[config.mk]
export PLATFORM = sky130hd
export DESIGN_NAME = seq_scan_controller
export DESIGN_NICKNAME = d
export VERILOG_FILES = /design/src/rtl/seq_scan_controller.sv
export SDC_FILE = /design/constraint.sdc
export NUM_CORES = 1
export LEC_CHECK = 0
export BUFFER_PORTS_ARGS = -buffer_cell sky130_fd_sc_hd__buf_2
export CORE_MARGIN = 4
export CORE_UTILIZATION = 50
export CTS_BUF_LIST = sky130_fd_sc_hd__clkbuf_16
export DETAILED_ROUTE_END_ITERATION = 16
export HOLD_SLACK_MARGIN = 0.03
export PLACE_DENSITY = 0.82
export SYNTH_ARGS = -nofsm -noshare
export SYNTH_HDL_FRONTEND = slang
export SYNTH_SLANG_ARGS = --single-unit
[constraint.sdc]
create_clock -name clock -period 4.3 [get_ports clock]
set_clock_uncertainty 0.2 [all_clocks]
set_input_delay 0.645 -clock clock [delete_from_list [all_inputs] [get_ports clock]]
set_output_delay 0.645 -clock clock [all_outputs]
set_load 0.05 [all_outputs]
[src/rtl/seq_scan_controller.sv]
// seq_scan_controller: accepts words over valid/ready, shifts them MSB-first through an
// overlapping 1011 Moore detector and reports the per-word match count over valid/ready.
module seq_scan_controller #(
    parameter int WORD_W = 16,
    parameter int CNT_W  = 5
) (
    input  logic              clock,
    input  logic              reset,
    input  logic              in_valid,
    output logic              in_ready,
    input  logic [WORD_W-1:0] in_word,
    input  logic              in_keep,
    output logic              serial_bit,
    output logic              serial_valid,
    output logic              match_pulse,
    output logic              done_valid,
    output logic [CNT_W-1:0]  done_count,
    input  logic              done_ready,
    output logic              busy
);
    localparam int BW = $clog2(WORD_W);
    localparam logic [BW-1:0] LAST = BW'(WORD_W - 1);

    typedef enum logic [1:0] {IDLE, SHIFT, REPORT} state_t;
    typedef enum logic [2:0] {ZERO, ONE, ONE_ZERO, ONE_ZERO_ONE, ONE_ZERO_ONE_ONE} det_t;

    state_t            state, state_next;
    det_t              det, det_next;
    logic [WORD_W-1:0] shreg;
    logic [BW-1:0]     bit_cnt;
    logic [CNT_W-1:0]  match_cnt;
    logic              hit;

    always_comb begin
        det_next = ZERO;
        case (det)
            ZERO:             det_next = shreg[WORD_W-1] ? ONE : ZERO;
            ONE:              det_next = shreg[WORD_W-1] ? ONE : ONE_ZERO;
            ONE_ZERO:         det_next = shreg[WORD_W-1] ? ONE_ZERO_ONE : ZERO;
            ONE_ZERO_ONE:     det_next = shreg[WORD_W-1] ? ONE_ZERO_ONE_ONE : ONE_ZERO;
            ONE_ZERO_ONE_ONE: det_next = shreg[WORD_W-1] ? ONE : ONE_ZERO;
            default:          det_next = ZERO;
        endcase
    end

    always_comb begin
        state_next   = state;
        in_ready     = 1'b0;
        serial_valid = 1'b0;
        done_valid   = 1'b0;
        case (state)
            IDLE: begin
                in_ready   = 1'b1;
                state_next = in_valid ? SHIFT : IDLE;
            end
            SHIFT: begin
                serial_valid = 1'b1;
                state_next   = (bit_cnt == LAST) ? REPORT : SHIFT;
            end
            REPORT: begin
                done_valid = 1'b1;
                state_next = done_ready ? IDLE : REPORT;
            end
            default: state_next = IDLE;
        endcase
    end

    assign hit        = serial_valid && (det_next == ONE_ZERO_ONE_ONE);
    assign serial_bit = serial_valid & shreg[WORD_W-1];
    assign done_count = done_valid ? match_cnt : '0;
    assign busy       = !in_ready;

    always_ff @(posedge clock or posedge reset) begin
        if (reset) begin
            state       <= IDLE;
            det         <= ZERO;
            shreg       <= '0;
            bit_cnt     <= '0;
            match_cnt   <= '0;
            match_pulse <= 1'b0;
        end else begin
            state       <= state_next;
            match_pulse <= hit;
            if (in_ready && in_valid) begin
                shreg     <= in_word;
                bit_cnt   <= '0;
                match_cnt <= '0;
                if (!in_keep) det <= ZERO;
            end else if (serial_valid) begin
                det     <= det_next;
                shreg   <= {shreg[WORD_W-2:0], 1'b0};
                bit_cnt <= bit_cnt + 1'b1;
                if (hit && match_cnt != '1) match_cnt <= match_cnt + 1'b1;
            end
        end
    end
endmodule

# Word level (Yosys, flattened, before mapping)
# Index checks and enable logic that the tools add are counted.
[word_totals] in_bits=21 elab_cells=53 output_inout_bits=11 reg_bits=31
[op_classes] mux=23 reduce_logical=11 n_addsub=2 eq_ne=10 bitwise=1
[op_table] op="16-bit 2-to-1 mux" count=2
[op_table] op="5-bit 2-to-1 mux" count=4
[op_table] op="3-bit 2-to-1 mux" count=4
[op_table] op="3-bit one-hot mux with 4 select lines" count=1
[op_table] op="2-bit 2-to-1 mux" count=4
[op_table] op="4-bit 2-to-1 mux" count=2
[op_table] op="3-bit by 2-bit == test with 1-bit output (second input constant)" count=2
[op_table] op="3-bit == test (second input constant)" count=2
[op_table] op="2-bit one-hot mux with 3 select lines" count=1
[op_table] op="5-bit by 1-bit adder with 5-bit output (second input constant)" count=1
[op_table] op="1-bit 2-to-1 mux" count=5
[op_table] op="5-bit inequality test (second input constant)" count=1
[op_table] op="4-bit by 1-bit adder with 4-bit output (second input constant)" count=1
[op_table] op="4-bit == test (second input constant)" count=1
[op_table] op="2-bit AND reduction" count=2
[op_table] op="2-bit nonzero test" count=2
[op_table] op="3-bit by 1-bit == test with 1-bit output (second input constant)" count=1
[op_table] op="1-bit logical AND" count=3
[op_table] op="3-bit logical NOT" count=1
[op_table] op="2-bit by 1-bit == test with 1-bit output (second input constant)" count=1
[op_table] op="2-bit == test (second input constant)" count=1
[op_table] op="2-bit logical NOT" count=1
[op_table] op="2-bit inequality test (second input constant)" count=1
[op_table] op="2-bit OR reduction" count=1
[op_table] op="2 further kinds" count=2

# Logic depth before layout (Yosys ltp)
# Gate-level depths: netlist (run 1).
[depth] depth_word=9 mapped_depth=7 ltp_nobuf=6

# Worst setup path after synthesis (run 1)
# No wires, ideal clock.
[synth_timing] path_type="reg-to-output" from="register state[0]" to="output done_count[2]" t_arrival_ns=2.139 path_buffers=1 setup_slack_ns=1.316 required_ns=3.455 path_stages_with_launch=5 path_cell_list="dfrtp_1 buf_4 nor2b_1 inv_1 nor2_1"
[synth_via] elab_chain_len=3
[synth_rtl] item="start, declared" line="27" rtl="state_t state, state_next;"
[synth_rtl] item="start signal, assigned" line="82" rtl="state <= state_next;"
[synth_rtl] item="2-bit == test" line="51" rtl="case (state)"
[synth_rtl] item="1-bit 2-to-1 mux" line="51"
[synth_rtl] item="via done_valid" line="16" rtl="output logic done_valid,"
[synth_rtl] item="5-bit 2-to-1 mux" line="70" rtl="assign done_count = done_valid ? match_cnt : '0;"
[synth_rtl] item="end, declared" line="17" rtl="output logic [CNT_W-1:0] done_count,"
# The timed path passes the listed nets, and every way through them passes these cells.

# Worst setup path in the final report (run 1)
[layout_timing] from="register state[0]" to="output serial_valid"
[layout_via] elab_chain_len=2
[layout_rtl] item="2-bit by 1-bit == test with 1-bit output" line="51"
[layout_rtl] item="1-bit 2-to-1 mux" line="51"
[layout_rtl] item="end, declared" line="14" rtl="output logic serial_valid,"
# No other way between the ends.

==> key figures, run 1 <==
Run status
  – Outcome: finished clean

Timing
  – Fin crit share: 0.594
  – Slew HR: 0.245
  – Final Hold Vio Count: 0
  – Final setup fails: 0
  – Sum Neg Setup Slack: 0 ps
  – Max Freq: 0.391 GHz
  – Unrepaired setup endpoints after global routing: false
  – Fin. max-slew vios: 0
  – Tightest Pin Transition: 1130 ps
  – Fin crit period: ~2600 ps

Pwr
  – Total chip power: 1.14 mW
  – Sw frac: 0.363
  – Pwr Density: 624 nW/µm²
  – Sequential Power Share: 0.411
  – Internal power: 0.724 mW
  – Psw: approximately 0.41 mW
  – Clock share of power: 0.282
  – Combinational share of power: 0.308
  – Leak pwr: 0.973 nW
  – VDD IR max: 0.388 mV

Routing
  – First-pass DRT Iterations: 4
  – Drt first-iter violations: 63
  – Via Count: approximately 1200
  – Vias per cell: between 5 and 6
  – Detail Route Antenna Nets: 0
  – DRT Wirelength: 3070 µm
  – Wire length per cell: about 14 µm
  – Remaining DRCs: 0

Critical path
  – CP endpoint kind: primary output
  – CP Depth: 3
  – CP arrival: 1710 ps
  – CP endpoint: serial_valid
  – Worst Setup SP: state[0]
  – Critical path class: reg2out
  – CP required: 3450 ps
  – Max stage delay on crit path: approximately 530 ps
  – FF-to-FF End: match_cnt[3]
  – Crit start category: flip-flop
  – Reg2Reg Setup Slack: 2160 ps
  – Crit path cell chain: nand2b_1 > inv_2 > buf_2
  – RR Startpoint: match_cnt[0]
  – Buffers & Inverters on Critical Path: 2
  – Largest delay contributor family on the critical path: buffers and inverters
  – Worst Reg-to-Reg Cells: 6
  – Max FO, Critical Path: 20
  – Crit path max-delay cell type: dfrtp_1

Global route
  – GR Util All Layers: 0.169
  – Initial antenna violation count: 0
  – Total grt overflow: 0
  – Vias in the first global route: 1217
  – Pin count of the biggest net entering global routing: 32
  – First-pass GRT wire length: 5330 µm

Yosys
  – Yosys warns: 0
  – Main synth FF type: dfrtp_1
  – Post-synth EDFFs: 0
  – Simple-gate share of the synthesized area: 0.231
  – Synth top area cells: dfrtp_1 51%, nand2_1 9.1%, a22oi_1 7.3%
  – Adder and majority cell fraction of the synthesized area: 0.0245
  – Mux contribution to synthesized area: 0.0359
  – Seq cells post-synth: 31
  – Post-synth net total: 180
  – Post-Syn Area: 1530 µm²
  – Synth Area in XOR/XNOR: 0
  – Top cell type's share of synthesized area: 0.506
  – Unique masters post-synth: 34
  – Post-Synthesis Cells: 156
  – Post-synthesis compound-gate area fraction: 0.152
  – Asr flop ratio synth: 1.00
  – Proportion of synthesized chip area in sequential cells: 0.506
  – Dominant cell type by area after synthesis: dfrtp_1
  – Avg Cell Area, Syn: between 9 and 10 µm²
  – Largest family of logic cells by synthesized area: simple AND/OR/NAND/NOR gates

Clocking
  – Hold-fix buffers, CTS: 0
  – CTS Root Cell: clkbuf_16
  – Clock Tree Buf Depth: 2
  – Worst-Skew Late Latency: ~270 ps
  – TritonCTS Buffers: 5
  – Clock-pin slew on the worst setup and hold paths: 50 ps
  – CTS Sinks: 31
  – H-tree depth: 2
  – CTS resizes: 0
  – Setup bufs post-CTS: 0
  – CTS tree: yes

Place
  – GPL Wtd Cong: between 0.7 and 0.8
  – Port Buffers: 31
  – Post-DP HPWL: 2170 µm

Layout
  – Most frequent cells in the layout: 37 x nand2_1, 31 x dfrtp_1, 31 x buf_2
  – Antenna diode count: 0
  – Most common cell after layout, fill and taps aside: nand2_1
  – Sequential cell area: roughly 780 µm²
  – Share of layout cells above drive strength 1: 0.266
  – Post-layout nets: 211
  – Area growth syn-to-layout: 18.8%
  – Fill cells: ~250
  – Area taken by multi-input logic gates: 679 µm²

Floorplan
  – Core ar.: 2850 µm²
  – Chip width: 63.4 µm
  – Total I/O pin count: 32
  – Die ar.: 4020 µm²
  – Site Rows: 19
  – Starting Density: 0.537
  – Die Y: between 60 and 70 µm

Run
  – Max cap viols: 0

Worst hold path
  – Hold crit path type: reg2reg
[flip-flops by register name, summed over array words and instances, names as in the netlist]
name	cells
shreg	16
match_cnt	5
bit_cnt	4
det	3
state	2
match_pulse	1
[per-layer routing]
metal  vias up  track usage  part of all wire
li1        593            -                 -
met1       566        0.184              0.43
met2        35        0.297              0.50
met3         2       0.0657             0.070
met4         0       0.0566            0.0055
met5         -            0                 0
[synthesized netlist by cell type (2+ instances only)]
cell type / number
nand2_1: 37
dfrtp_1: 31
a22oi_1: 15
inv_1: 7
nor2_1: 6
buf_2: 5
nor2b_1: 5
o21ai_0: 5
a21oi_1: 4
and2_1: 4
mux2_2: 4
nand3_1: 4
a21o_1: 3
ha_1: 3
and3_1: 2
inv_2: 2
nand2b_1: 2
[logic make-up (layout without fill, tap and decap cells)]
group / after synthesis / after routing
AOI/OAI and AO/OA: 33 / 33
adders and majority gates: 3 / 3
and+or+nand+nor: 68 / 68
muxes: 5 / 5
DFF: 31 / 31
buffers and inverters: 16 / 48
[final cells by class]
type,instances,area share
Tap cell,31,0.0213
Sequential cell,31,0.426
Inverter,9,0.0186
Clock inverter,3,0.00687
Timing Repair Buffer,31,0.0852
Clock buffer,5,0.0687
Multi-Input combinational cell,109,0.373
[worst register-to-register path: stages (launching register included)]
cell,delay (ps)
dfrtp_1,410
ha_1,220
and3_1,180
ha_1,180
nand4bb_1,240
nor3_1,240
mux2_2,360
[worst min-delay path by stage]
stage	start	end	slack, ps	depth (start not counted)
floorplan	shreg[10]	shreg[10]	250	2
global placement	shreg[5]	shreg[5]	260	2
detailed placement	shreg[9]	shreg[9]	270	2
CTS	shreg[5]	shreg[5]	280	2
global route	shreg[1]	shreg[1]	310	2
finish	shreg[3]	shreg[3]	280	2
[power groups by stage]
stage	clock (mW)	sequential [mW]	combinational, mW
4_1_cts	0.328	0.467	0.355
5_1_grt	0.342	0.481	0.396
3_5_place_dp	0	0.468	0.354
3_3_place_gp	0	0.463	0.335
2_1_floorplan	0	0.444	0.304
6_report	0.320	0.467	0.349
[stage by stage]
step | cells | hold slack [ps] | utilization | worst slack [ps] | area, µm²
CTS | 219 | 284 | 0.638 | 1740 | 1820
global route | 219 | 310 | 0.638 | 1600 | 1820
global placement | 211 | 260 | 0.590 | 2060 | 1680
detailed placement | 211 | 267 | 0.590 | 1970 | 1680
finish | 219 | 277 | 0.638 | 1740 | 1820
floorplan | 156 | 247 | - | 1320 | 1530
No activity file was read; power rests on OpenSTA's default activity.
==> run 2: changes to the inputs <==
--- a/config.mk
+++ b/config.mk
@@ -7,7 +7,7 @@
 export LEC_CHECK = 0
 export BUFFER_PORTS_ARGS = -buffer_cell sky130_fd_sc_hd__buf_2
 export CORE_MARGIN = 4
-export CORE_UTILIZATION = 50
+export CORE_UTILIZATION = 48
 export CTS_BUF_LIST = sky130_fd_sc_hd__clkbuf_16
 export DETAILED_ROUTE_END_ITERATION = 16
 export HOLD_SLACK_MARGIN = 0.03
==> constraint.sdc (replaced) <==
create_clock -name clock -period 2.22 [get_ports clock]
set_clock_uncertainty 0.2 [all_clocks]
set_input_delay 0.333 -clock clock [delete_from_list [all_inputs] [get_ports clock]]
set_output_delay 0.333 -clock clock [all_outputs]
set_load 0.05 [all_outputs]
==> key figures, run 2 (synthesized netlist as in run 1, its figures left out) <==
Run status
  – Outcome: finished clean

Place
  – Post-DP HPWL: 2260 µm
  – GPL Wtd Cong: 0.806
  – Pre-CTS setup slack: approximately 78 ps
  – Port Buffers: 31

Critical path
  – Crit path max-delay cell type: dfrtp_1
  – Buffers & Inverters on Critical Path: 0
  – Crit start category: flip-flop
  – CP required: 2180 ps
  – Crit path cell chain: ha_1 > and3_1 > ha_1 > nand4bb_1 > nor3_2 > mux2_2
  – CP endpoint kind: flip-flop
  – Largest delay contributor family on the critical path: simple AND/OR/NAND/NOR gates
  – Most used cell, CP: ha_1
  – Critical path class: reg2reg
  – Max FO, Critical Path: 5
  – CP arrival: 2080 ps
  – Max stage delay on crit path: 410 ps

Global route
  – Total grt overflow: 0
  – Pin count of the biggest net entering global routing: 32
  – First-pass GRT wire length: ~5600 µm
  – Vias in the first global route: 1225
  – GR Util All Layers: 0.177
  – Initial antenna violation count: 0

Layout
  – Area taken by multi-input logic gates: around 690 µm²
  – Most common cell after layout, fill and taps aside: nand2_1
  – Fill cells: 269
  – Top Registers: shreg x16, match_cnt x5, bit_cnt x4
  – Post-layout nets: 216
  – Max reg flops: 16
  – Sequential cell area: slightly below 800 µm²
  – Reg with most FFs: shreg
  – Most frequent cells in the layout: 37 x nand2_1, 31 x dfrtp_1, 31 x buf_2
  – Area growth syn-to-layout: 23.2%
  – Antenna diode count: 0
  – Share of layout cells above drive strength 1: 0.297

Routing
  – Via Count: between 1000 and 1500
  – Detail Route Antenna Nets: 0
  – Wire length per cell: 14.1 µm
  – First-pass DRT Iterations: 4
  – Remaining DRCs: 0
  – Drt first-iter violations: 90
  – DRT Wirelength: 3340 µm
  – Vias per cell: 5.22

Timing
  – Tightest Pin Transition: 388 ps
  – Worst Slack Setup Final: 98.3 ps
  – Slew HR: 0.741
  – Unrepaired setup endpoints after global routing: false
  – Sum Neg Setup Slack: 0 ps
  – Fin crit share: 0.956
  – Max Freq: 0.471 GHz
  – Fin. max-slew vios: 0
  – Final Hold Vio Count: 0
  – Fin crit period: about 2100 ps
  – Final setup fails: 0

Clocking
  – H-tree depth: 2
  – TritonCTS Buffers: 5
  – Worst-Skew Late Latency: 270 ps
  – Clock Tree Buf Depth: 2
  – CTS tree: yes
  – Clock-pin slew on the worst setup and hold paths: 50 ps
  – CTS Sinks: 31
  – CTS Root Cell: clkbuf_16

Pwr
  – Combinational share of power: 0.313
  – Pwr Density: 1190 nW/µm²
  – Clock share of power: 0.281
  – Sequential Power Share: 0.406
  – Sw frac: 0.366
  – Internal power: roughly 1.4 mW
  – Psw: 0.822 mW
  – Leak pwr: 0.988 nW
  – VDD IR max: approximately 0.71 mV

Floorplan
  – Starting Density: 0.502
  – Chip width: between 60 and 70 µm
  – Die Y: 64.5 µm
  – Total I/O pin count: 32
  – Die ar.: 4160 µm²
  – Core ar.: just over 3000 µm²
  – Site Rows: 20

Run
  – Max cap viols: 0

Worst hold path
  – Hold crit path type: in2reg
-- run 2: cell count changes in the layout (fill, tap and decap cells not counted), sizes merged --
cell	previous run	this run
buf	31	35
dlygate4sd3	0	1
clkinv	1	2
inv	11	9
-- run 2: power by group through the flow --
stage / Clock [mW] / Combinational, mW / Sequential [mW]
after floorplan: 0 / 0.591 / 0.861
after global placement: 0 / 0.669 / 0.897
after detailed placement: 0 / 0.699 / 0.910
after CTS: 0.645 / 0.708 / 0.908
after global routing: 0.675 / 0.795 / 0.934
final: 0.630 / 0.703 / 0.911
-- run 2: path summary, 6_finish.rpt --
kind	from	to	slack, ps	cells after the start
worst max-delay path	match_cnt[0]	match_cnt[3]	100	6
worst min-delay path	done_ready	state[1]	60	2
worst max register to register	match_cnt[0]	match_cnt[3]	100	6
worst min register to register	shreg[13]	shreg[13]	270	2
max in group asynchronous	reset	shreg[0]	1050	4
min in group asynchronous	reset	det[1]	480	4
-- run 2: worst reg2reg max path: stages (launching register included) --
cell,delay (ps)
dfrtp_1,410
ha_1,220
and3_1,180
ha_1,190
nand4bb_1,250
nor3_2,200
mux2_2,340
-- run 2: metal layers --
| metal | vias to the layer above | track usage | part of all wire |
|---|---|---|---|
| met5 | - | 0 | 0 |
| met4 | 0 | 0.0897 | 0.014 |
| met3 | 6 | 0.0572 | 0.049 |
| met2 | 35 | 0.286 | 0.52 |
| met1 | 584 | 0.210 | 0.42 |
| li1 | 606 | - | - |
-- run 2: area by class of cell --
type	instances	share of cell area
Clock buffer	5	0.0663
Clock inverter	2	0.00464
Inverter	9	0.0179
Multi-Input combinational cell	109	0.368
Sequential cell	31	0.411
Tap cell	44	0.0292
Timing Repair Buffer	36	0.103
-- run 2: timing repair --
action,CTS,global route
gates resized for setup,0,2
endpoints found under the hold margin,31,0
setup endpoints to repair,0,2
buffers inserted,0,0
hold buffers,1,0
-- run 2: per-stage QoR --
stage	total power [mW]	area [µm²]	cells	util	hold WS, ps
finish	2.24	1890	236	0.618	56.8
global route	2.40	1890	236	0.618	59.9
CTS	2.26	1880	236	0.615	52.5
detailed placement	1.61	1730	228	0.568	232
global placement	1.57	1730	228	0.568	225
floorplan	1.45	1540	156	-	237
